[src/rtl/ppu_pkg.sv]
// Shared PPU-side definitions: DMA state encoding, register addresses and
// the GET/PUT meaning of the bus-cycle parity bit.
package ppu_pkg;

  typedef enum logic [2:0] {
    IDLE  = 3'd0,
    HALT  = 3'd1,
    ALIGN = 3'd2,
    READ  = 3'd3,
    WRITE = 3'd4
  } dma_state_t;

  localparam logic [15:0] ADDR_DMA_REG  = 16'h4014;
  localparam logic [15:0] ADDR_OAM_DATA = 16'h2004;

  localparam logic PARITY_GET = 1'b0;
  localparam logic PARITY_PUT = 1'b1;

endpackage

[src/rtl/dma_cycle_parity.sv]
// Free-running bus-cycle parity flop: toggles once per CPU bus cycle so DMA
// engines can tell GET (0) cycles from PUT (1) cycles.
module dma_cycle_parity (
  input  logic clk,
  input  logic rst,
  input  logic ph2_falling,
  output logic parity
);

  always_ff @(posedge clk or negedge rst) begin
    if (!rst) begin
      parity <= 1'b0;
    end else if (ph2_falling) begin
      parity <= ~parity;
    end
  end

endmodule

[src/rtl/oam_dma.sv]
// Sprite DMA bus master: a CPU write of page P to the DMA register halts the
// CPU and copies $PP00-$PPFF into OAM through repeated writes to OAM data.
module oam_dma
  import ppu_pkg::*;
#(
  parameter logic [15:0] DMA_REG_ADDR  = ADDR_DMA_REG,
  parameter logic [15:0] OAM_DATA_ADDR = ADDR_OAM_DATA
) (
  input  logic        clk,
  input  logic        rst,
  input  logic        ph1_rising,
  input  logic        ph1_falling,
  input  logic        ph2_rising,
  input  logic        ph2_falling,
  input  logic [15:0] cpu_addr,
  input  logic        cpu_rnw,
  input  logic [7:0]  cpu_dout,
  output logic        cpu_halt,
  output logic        dma_busy,
  output logic        mst_active,
  output logic [15:0] mst_addr,
  output logic        mst_rnw,
  output logic [7:0]  mst_dout,
  input  logic [7:0]  mst_din
);

  dma_state_t  state, state_next;
  logic [7:0]  page, page_next;
  logic [7:0]  idx, idx_next;
  logic [15:0] addr_next;
  logic [7:0]  dout_next;
  logic        parity;
  logic        trigger;

  // Only ph2_falling matters here; the other phase strobes are part of the
  // shared port set but carry no information for this engine.
  logic unused_strobes;
  assign unused_strobes = ^{ph1_rising, ph1_falling, ph2_rising};

  dma_cycle_parity u_parity (
    .clk         (clk),
    .rst         (rst),
    .ph2_falling (ph2_falling),
    .parity      (parity)
  );

  assign cpu_halt   = (state != IDLE);
  assign dma_busy   = (state != IDLE);
  assign mst_active = (state == READ) || (state == WRITE);
  assign mst_rnw    = (state != WRITE);
  assign trigger    = (cpu_addr == DMA_REG_ADDR) && !cpu_rnw && !mst_active;

  always_ff @(posedge clk or negedge rst) begin
    if (!rst) begin
      state    <= IDLE;
      page     <= 8'h00;
      idx      <= 8'h00;
      mst_addr <= 16'h0000;
      mst_dout <= 8'h00;
    end else begin
      state    <= state_next;
      page     <= page_next;
      idx      <= idx_next;
      mst_addr <= addr_next;
      mst_dout <= dout_next;
    end
  end

  // The master address is loaded for the upcoming state so it is stable for
  // the whole bus cycle; the read byte is latched straight into mst_dout.
  always_comb begin
    state_next = state;
    page_next  = page;
    idx_next   = idx;
    addr_next  = mst_addr;
    dout_next  = mst_dout;
    if (ph2_falling) begin
      case (state)
        IDLE: begin
          if (trigger) begin
            page_next  = cpu_dout;
            idx_next   = 8'h00;
            state_next = HALT;
          end
        end
        HALT: begin
          // The CPU only stalls on a read; parity flips at this same edge.
          if (cpu_rnw) begin
            if (~parity == PARITY_PUT) begin
              state_next = ALIGN;
            end else begin
              state_next = READ;
              addr_next  = {page, idx};
            end
          end
        end
        ALIGN: begin
          state_next = READ;
          addr_next  = {page, idx};
        end
        READ: begin
          dout_next  = mst_din;
          state_next = WRITE;
          addr_next  = OAM_DATA_ADDR;
        end
        WRITE: begin
          if (idx == 8'hFF) begin
            state_next = IDLE;
          end else begin
            idx_next   = idx + 8'd1;
            state_next = READ;
            addr_next  = {page, idx + 8'd1};
          end
        end
        default: state_next = IDLE;
      endcase
    end
  end

endmodule
[config.mk]
export PLATFORM = sky130hd
export DESIGN_NAME = oam_dma
export DESIGN_NICKNAME = d
export VERILOG_FILES = /design/src/rtl/ppu_pkg.sv /design/src/rtl/dma_cycle_parity.sv /design/src/rtl/oam_dma.sv
export SDC_FILE = /design/constraint.sdc
export NUM_CORES = 1
export LEC_CHECK = 0
export CAP_MARGIN = 0
export CORE_MARGIN = 3
export CORE_UTILIZATION = 45
export DETAILED_ROUTE_END_ITERATION = 10
export GPL_TIMING_DRIVEN = 0
export PLACE_DENSITY = 0.84
export SLEW_MARGIN = 20
export SYNTH_ARGS = -nofsm -noshare
export SYNTH_HDL_FRONTEND = slang
export SYNTH_HIERARCHICAL = 1
export SYNTH_SLANG_ARGS = --single-unit
[constraint.sdc]
create_clock -name clk -period 3.42 [get_ports clk]
set_clock_uncertainty 0.2 [all_clocks]
set_input_delay 0.684 -clock clk [delete_from_list [all_inputs] [get_ports clk]]
set_output_delay 0.684 -clock clk [all_outputs]
set_load 0.05 [all_outputs]
==> results of run 1 <==
-- power by group --
part | switching, uW | internal (uW)
sequential | 83.9 | 640
clock | 165 | 139
combinational | 715 | 477
-- worst register-to-register path: stages (launching register included) --
cell	delay, ns
dfrtp_1	0.47
ha_1	0.34
nand4_1	0.27
o21ai_0	0.44
o21a_1	0.21
buf_4	0.18
mux2_2	0.35
-- layout make-up --
type	count	area, um2
fillers	398	1730
well taps	67	83.8
multi-input cells	134	1030
flip-flops and latches	44	1100
clock inverters	1	5.00
plain buffers	13	85.1
inverters	16	60.1
clock buffers	6	72.6
repair buffers	64	646
-- flip-flops by register name (all words and copies together), names as in the netlist --
| signal | count |
|---|---|
| mst_addr | 16 |
| state | 3 |
| page | 8 |
| mst_dout | 8 |
| idx | 8 |
| u_parity/parity | 1 |
-- placed cells by master, fill, tap and decap left out, types with 2 or more instances in the layout --
cell,n
nand2_1,16
mux2_2,23
inv_1,15
a22o_1,3
nor4_1,2
mux2i_1,13
nand2b_1,3
a31oi_1,5
nor3_1,4
dfrtp_1,44
a21oi_1,4
clkbuf_8,5
nand4_1,4
nand3_1,8
buf_4,3
nor2_1,4
clkdlybuf4s50_1,62
nor3b_4,2
clkbuf_1,4
o22a_1,2
buf_2,5
o21ai_0,10
o21a_1,4
o31a_1,2
-- cells by family after synthesis --
kind of cell             after synthesis
AO/OA/AOI/OAI                         41
AND/OR/NAND/NOR                       55
flip-flops                            44
XOR/XNOR                               1
multiplexers                          36
adder cells (fa/ha/maj)                1
buffers and inverters                 29
-- metrics by stage --
stage	power, uW	setup WS (ns)
floorplan	1550	1.14
global placement	1890	0.252
detailed placement	1920	0.421
CTS	2230	0.248
global route	2340	0.139
finish	2220	0.225
-- path summary, 6_finish.rpt --
check                           startpoint         endpoint  slack (ns)  cells past startpoint
min                                    rst           idx[5]        0.07                      1
max                               state[0]       mst_active        0.22                      5
min in group clk           u_parity/parity  u_parity/parity        0.31                      1
max in group asynchronous              rst         state[0]        2.47                      2
max reg2reg                         idx[0]      mst_addr[4]        0.86                      6
min reg2reg                u_parity/parity  u_parity/parity        0.31                      1
-- routing by layer --
metal,share of wire,vias to the layer above,track usage
met1,0.40,889,0.233
met4,0.014,0,0.0480
met3,0.065,10,0.0540
li1,-,888,-
met5,0,-,0
met2,0.52,77,0.310
==> key figures, run 1 <==
Synth
  – Register area share after synthesis: 0.483
  – Seq cells post-synth: 44
  – Top-area cell type share of the netlist area: 0.483
  – Synth area leader: dfrtp_1
  – Synth area leaders: dfrtp_1, mux2_2, mux2i_1, nand2_1, inv_1
  – Simple-Gate Fraction of Synth Area: 0.147
  – Area share of fa/ha/maj cells after synthesis: 0.00549
  – Number of synthesized flops with an enable pin: 0
  – Main flop type after synthesis: dfrtp_1
  – Syn Nets: 247
  – Largest family of logic cells by synthesized area: multiplexers
  – Synth cell count leaders: dfrtp_1, mux2_2, nand2_1
  – Yosys warns: 6
  – Cell variety after synth: 51
  – Post-synthesis mux area share: 0.171
  – Synthesized area: 2280 um2
  – Post-Synthesis Cells: 207
  – Post-synth ARST share: 1.00
  – Count leader, synth: dfrtp_1
  – Synth Area in XOR/XNOR: 0.00384
  – Compound-Gate Fraction of Synth Area: 0.127
  – Syn_area_per_cell: 11.0 um2

Clock tree
  – Clk sinks: 44
  – Clk pin slew, worst setup/hold paths: 0.08 ns
  – Post-CTS Hold Buffers: 0
  – CTS buffer count: 5
  – CTS tree: done
  – Resized Gates After CTS: 0
  – Htree depth: 2
  – Bufs on Longest Clock Path: 2
  – Post-CTS Setup Bufs: 0
  – Clock Latency Late Sink: 0.29 ns
  – CTS root buffer: clkbuf_8

Critical path
  – Worst setup SP type: flop
  – Crit-path max cell delay: 0.82 ns
  – Crit path buf inv count: 3
  – Kind of critical path: reg -> out
  – CP Max Fanout: 10
  – CP arrival: 2.31 ns
  – Max stage delay cell, worst path: clkdlybuf4s50_1
  – CP cell instances: buf_6 > nor3b_4 > inv_2 > nand2_1 > clkdlybuf4s50_1
  – Req. time, crit path: 2.54 ns
  – Crit path capture type: primary output
  – CP delay by family, top: buffers and inverters

Die
  – Die X: 77.2 um
  – Rows: 25
  – Die ar.: 5960 um2
  – Core box area: 4820 um2
  – Die height: 77.2 um
  – Initial Util: 0.473
  – IO Count: 67

GRT
  – Initial antenna violation count: 0
  – Vias in the first global route: 1883
  – Largest net degree at the start of global routing: 33
  – Grt total ovfl: 0
  – All-Layer GR Usage: 0.185
  – Global-route wire length before repair: 8.83 mm

Placement
  – Placed insts: 338
  – Dpl hpwl: 3.94 mm
  – PortBufs: 63
  – RePlAce Congestion: 0.850
  – Area after DPL: 3010 um2

Power
  – Pwr per Cell Area: 719 nW/um2
  – Leakage: 0.00134 uW
  – VDD IR max: 0.584 mV

Layout
  – Post-route insts no fill: 345
  – Fin util: 0.641
  – Design Area, Final: 3090 um2
  – Final nets: 318
  – Synthesis-to-layout area growth: 35.4%
  – Fraction of layout cells with a size suffix above 1: 0.176
  – Ant. Diodes: 0

Flow run
  – Max Cap Viol: 0

Detailed routing
  – WL final: 5.27 mm
  – Routed vias: 1864
  – Post-route DRC: 0
  – DRT iter0 DRCs: 105
  – Wire length per cell: 15.3 um
  – Routed Antenna Nets: 0
  – Via-per-instance ratio: 5.40
  – 1st-pass router iterations: 5

Run status
  – Outcome: completed

STA
  – Tmin final: 3.20 ns
  – Hold Fails Final Rpt: 0
  – Final period util: 0.934
  – Fmax: 313 MHz
  – Final setup violation count: 0
  – RSZ-0062 raised after global routing: no
  – Max-slew violations: 0
  – Hold Slack: 0.0743 ns
  – Max-slew headroom: 0.657
  – Worst slew pin tran: 0.512 ns
  – Total negative setup slack: 0 ns

Min path
  – HP Class: in -> async
Note: power is estimated with default switching activity, not from simulation.
==> inputs of run 2 (changes only) <==
GPL_TIMING_DRIVEN = 1   (was 0)
==> run 2 against run 1 <==
  * Register-to-register slack got worse by 0.14 ns
  * Worst hold slack better by 0.23 ns
  * First-iteration DRC count rose by 95%
  * Die area stayed put
  * Largest cell class unchanged
  * Highest routed layer unchanged
==> key figures, run 2 (synthesized netlist as in run 1, its figures left out) <==
Die
  – Die ar.: 5960 um2 (unchanged)
  – Initial Util: 0.473 (unchanged)
  – IO Count: 67 (unchanged)
  – Core box area: 4820 um2 (unchanged)
  – Rows: 25 (unchanged)
  – Die X: 77.2 um (unchanged)
  – Die height: 77.2 um (unchanged)

Critical path
  – Reg-to-reg slack, setup: 0.72 ns (-0.14 ns)
  – Worst setup SP type: flop
  – Crit path buf inv count: 2 (-1)
  – Kind of critical path: reg -> out
  – Worst R2R Start: idx[0]
  – CP delay by family, top: buffers and inverters
  – CP cell instances: nor3b_4 > inv_2 > nand2_1 > clkdlybuf4s50_1
  – Crit-path max cell delay: 0.82 ns (about the same)
  – Worst-case reg-to-reg path depth: 6 (unchanged)
  – CP arrival: 2.22 ns (-0.09 ns)
  – CP Max Fanout: 11 (+1)
  – Max stage delay cell, worst path: clkdlybuf4s50_1
  – Req. time, crit path: 2.54 ns (about the same)
  – Worst r2r dst: mst_addr[3]
  – Crit path capture type: primary output

Layout
  – Footprint of the multi-input gates: 1030 um2 (unchanged)
  – Post-route insts no fill: 338 (-2.0%)
  – Fraction of layout cells with a size suffix above 1: 0.170 (-0.00652)
  – Leading cell types in the layout, fill and taps excluded: clkdlybuf4s50_1, dfrtp_1, mux2_2, nand2_1, inv_1
  – Design Area, Final: 3070 um2 (-0.53%)
  – Biggest register: mst_addr
  – Final nets: 310 (-2.5%)
  – Ant. Diodes: 0 (unchanged)
  – Synthesis-to-layout area growth: 34.7%
  – FF/Latch Area: 1100 um2 (unchanged)
  – Max reg flops: 16 (unchanged)
  – Most common cell after layout, fill and taps aside: clkdlybuf4s50_1
  – Layout fillers: 425 (+6.8%)

Detailed routing
  – Routed vias: 1841 (-1.2%)
  – Via-per-instance ratio: 5.45 (+0.81%)
  – 1st-pass router iterations: 4 (-1)
  – Wire length per cell: 15.5 um (+1.8%)
  – Uppermost layer routed: met4
  – WL final: 5.25 mm (-0.30%)
  – Routed wl met3: 296 um (-14%)
  – Post-route DRC: 0 (unchanged)
  – Routed wire length on met2: 2.82 mm (+3.4%)
  – M1 WL: 2.08 mm (-2.0%)
  – DRT iter0 DRCs: 205 (+95%)
  – Routed Antenna Nets: 0 (unchanged)

GRT
  – Initial antenna violation count: 0 (unchanged)
  – Largest net degree at the start of global routing: 45 (+36%)
  – All-Layer GR Usage: 0.184 (-0.00145)
  – Grt total ovfl: 0 (unchanged)
  – Vias in the first global route: 1889 (+0.32%)
  – Global-route wire length before repair: 8.74 mm (-1.0%)

STA
  – Max-slew violations: 0 (unchanged)
  – Final setup violation count: 0 (unchanged)
  – Tmin final: 3.10 ns (-0.0916 ns)
  – Hold Fails Final Rpt: 0 (unchanged)
  – Fmax: 322 MHz (+3.0%)
  – Fin worst setup slack: 0.317 ns (+0.0916 ns)
  – RSZ-0062 raised after global routing: no
  – Final period util: 0.907 (-0.0268)
  – Total negative setup slack: 0 ns (unchanged)
  – Worst slew pin tran: 0.951 ns (+0.438 ns)
  – Max-slew headroom: 0.366 (-0.291)

Run status
  – Outcome: completed

Power
  – VDD IR max: 0.537 mV (-8.0%)
  – Leakage: 0.00132 uW (-1.2%)
  – PnR Total Power: 2300 uW (+3.4%)
  – Pwr per Cell Area: 747 nW/um2 (+3.9%)

Placement
  – PortBufs: 63 (unchanged)
  – Area after DPL: 2950 um2 (-2.0%)
  – Dpl hpwl: 3.83 mm (-2.8%)
  – RePlAce Congestion: 0.853 (+0.36%)
  – Pre-CTS setup slack: 0.412 ns (-0.00883 ns)
  – Placed insts: 330 (-2.4%)

Min path
  – Hold Crit Depth: 1
  – Hold EP: mst_dout[1]
  – HP Start: mst_dout[1]
  – HP Class: reg -> reg

Clock tree
  – Htree depth: 2 (unchanged)
  – Clk sinks: 44 (unchanged)
  – CTS buffer count: 5 (unchanged)
  – Post-CTS Hold Buffers: 0 (unchanged)
  – Clk pin slew, worst setup/hold paths: 0.08 ns (about the same)
  – CTS root buffer: clkbuf_8
  – Clock Latency Late Sink: 0.30 ns (about the same)
  – CTS tree: done
  – Resized Gates After CTS: 0 (unchanged)
  – Post-CTS Setup Bufs: 0 (unchanged)
  – Bufs on Longest Clock Path: 2 (unchanged)

Flow run
  – Max Cap Viol: 0 (unchanged)
==> run 2: changes by cell type in the layout (fill, tap and decap cells not counted) <==
| cell | delta |
|---|---|
| bufinv_16 | +1 |
| buf_2 | -4 |
| buf_12 | -1 |
| buf_8 | -1 |
| clkinv_2 | -1 |
| clkbuf_8 | +1 |
| clkinv_4 | +1 |
| buf_4 | +3 |
| clkbuf_1 | -4 |
| clkbuf_2 | -1 |
| buf_6 | -1 |
==> run 2: worst register-to-register path, cell delays in order (launching register included) <==
cell and delay (ns):
dfrtp_1 0.49, ha_1 0.34, nand4_1 0.24, o21ai_0 0.42
o21a_1 0.49, buf_4 0.24, mux2i_1 0.21
==> run 2: worst max-delay path by stage <==
stage / start / end / slack [ns] / cells after the start
after floorplan: state[0] / dma_busy / 1.14 / 3
after global routing: state[0] / mst_active / 0.25 / 4
final: state[0] / mst_active / 0.32 / 4
after detailed placement: ph2_falling / page[7] / 0.41 / 5
after CTS: state[0] / mst_active / 0.33 / 4
after global placement: cpu_rnw / page[3] / 0.43 / 5
==> run 2: layer usage <==
layer | track usage | up-vias
li1 | - | 875
met1 | 0.217 | 894
met2 | 0.328 | 65
met3 | 0.0399 | 7
met4 | 0.0605 | 0
met5 | 0 | -
==> run 2: per-stage QoR <==
step	utilization	hold slack (ns)
after floorplan	-	0.188
after global placement	0.612	0.282
after detailed placement	0.612	0.294
after CTS	0.637	0.312
after global routing	0.637	0.323
final	0.637	0.307
==> run 2: cell type report <==
class | instances | share of cell area
tap | 67 | 0.0273
clock buffer | 6 | 0.0269
clock inverter | 2 | 0.0126
timing repair buffer | 69 | 0.218
inverter | 16 | 0.0196
multi-input combinational | 134 | 0.337
sequential | 44 | 0.359
==> run 2: report_power, final <==
part           leakage [uW]  switching [uW]  internal [uW]
Combinational      0.000682             651            447
Clock             0.0000614             184            239
Sequential         0.000581             135            639
Total               0.00132             970           1320
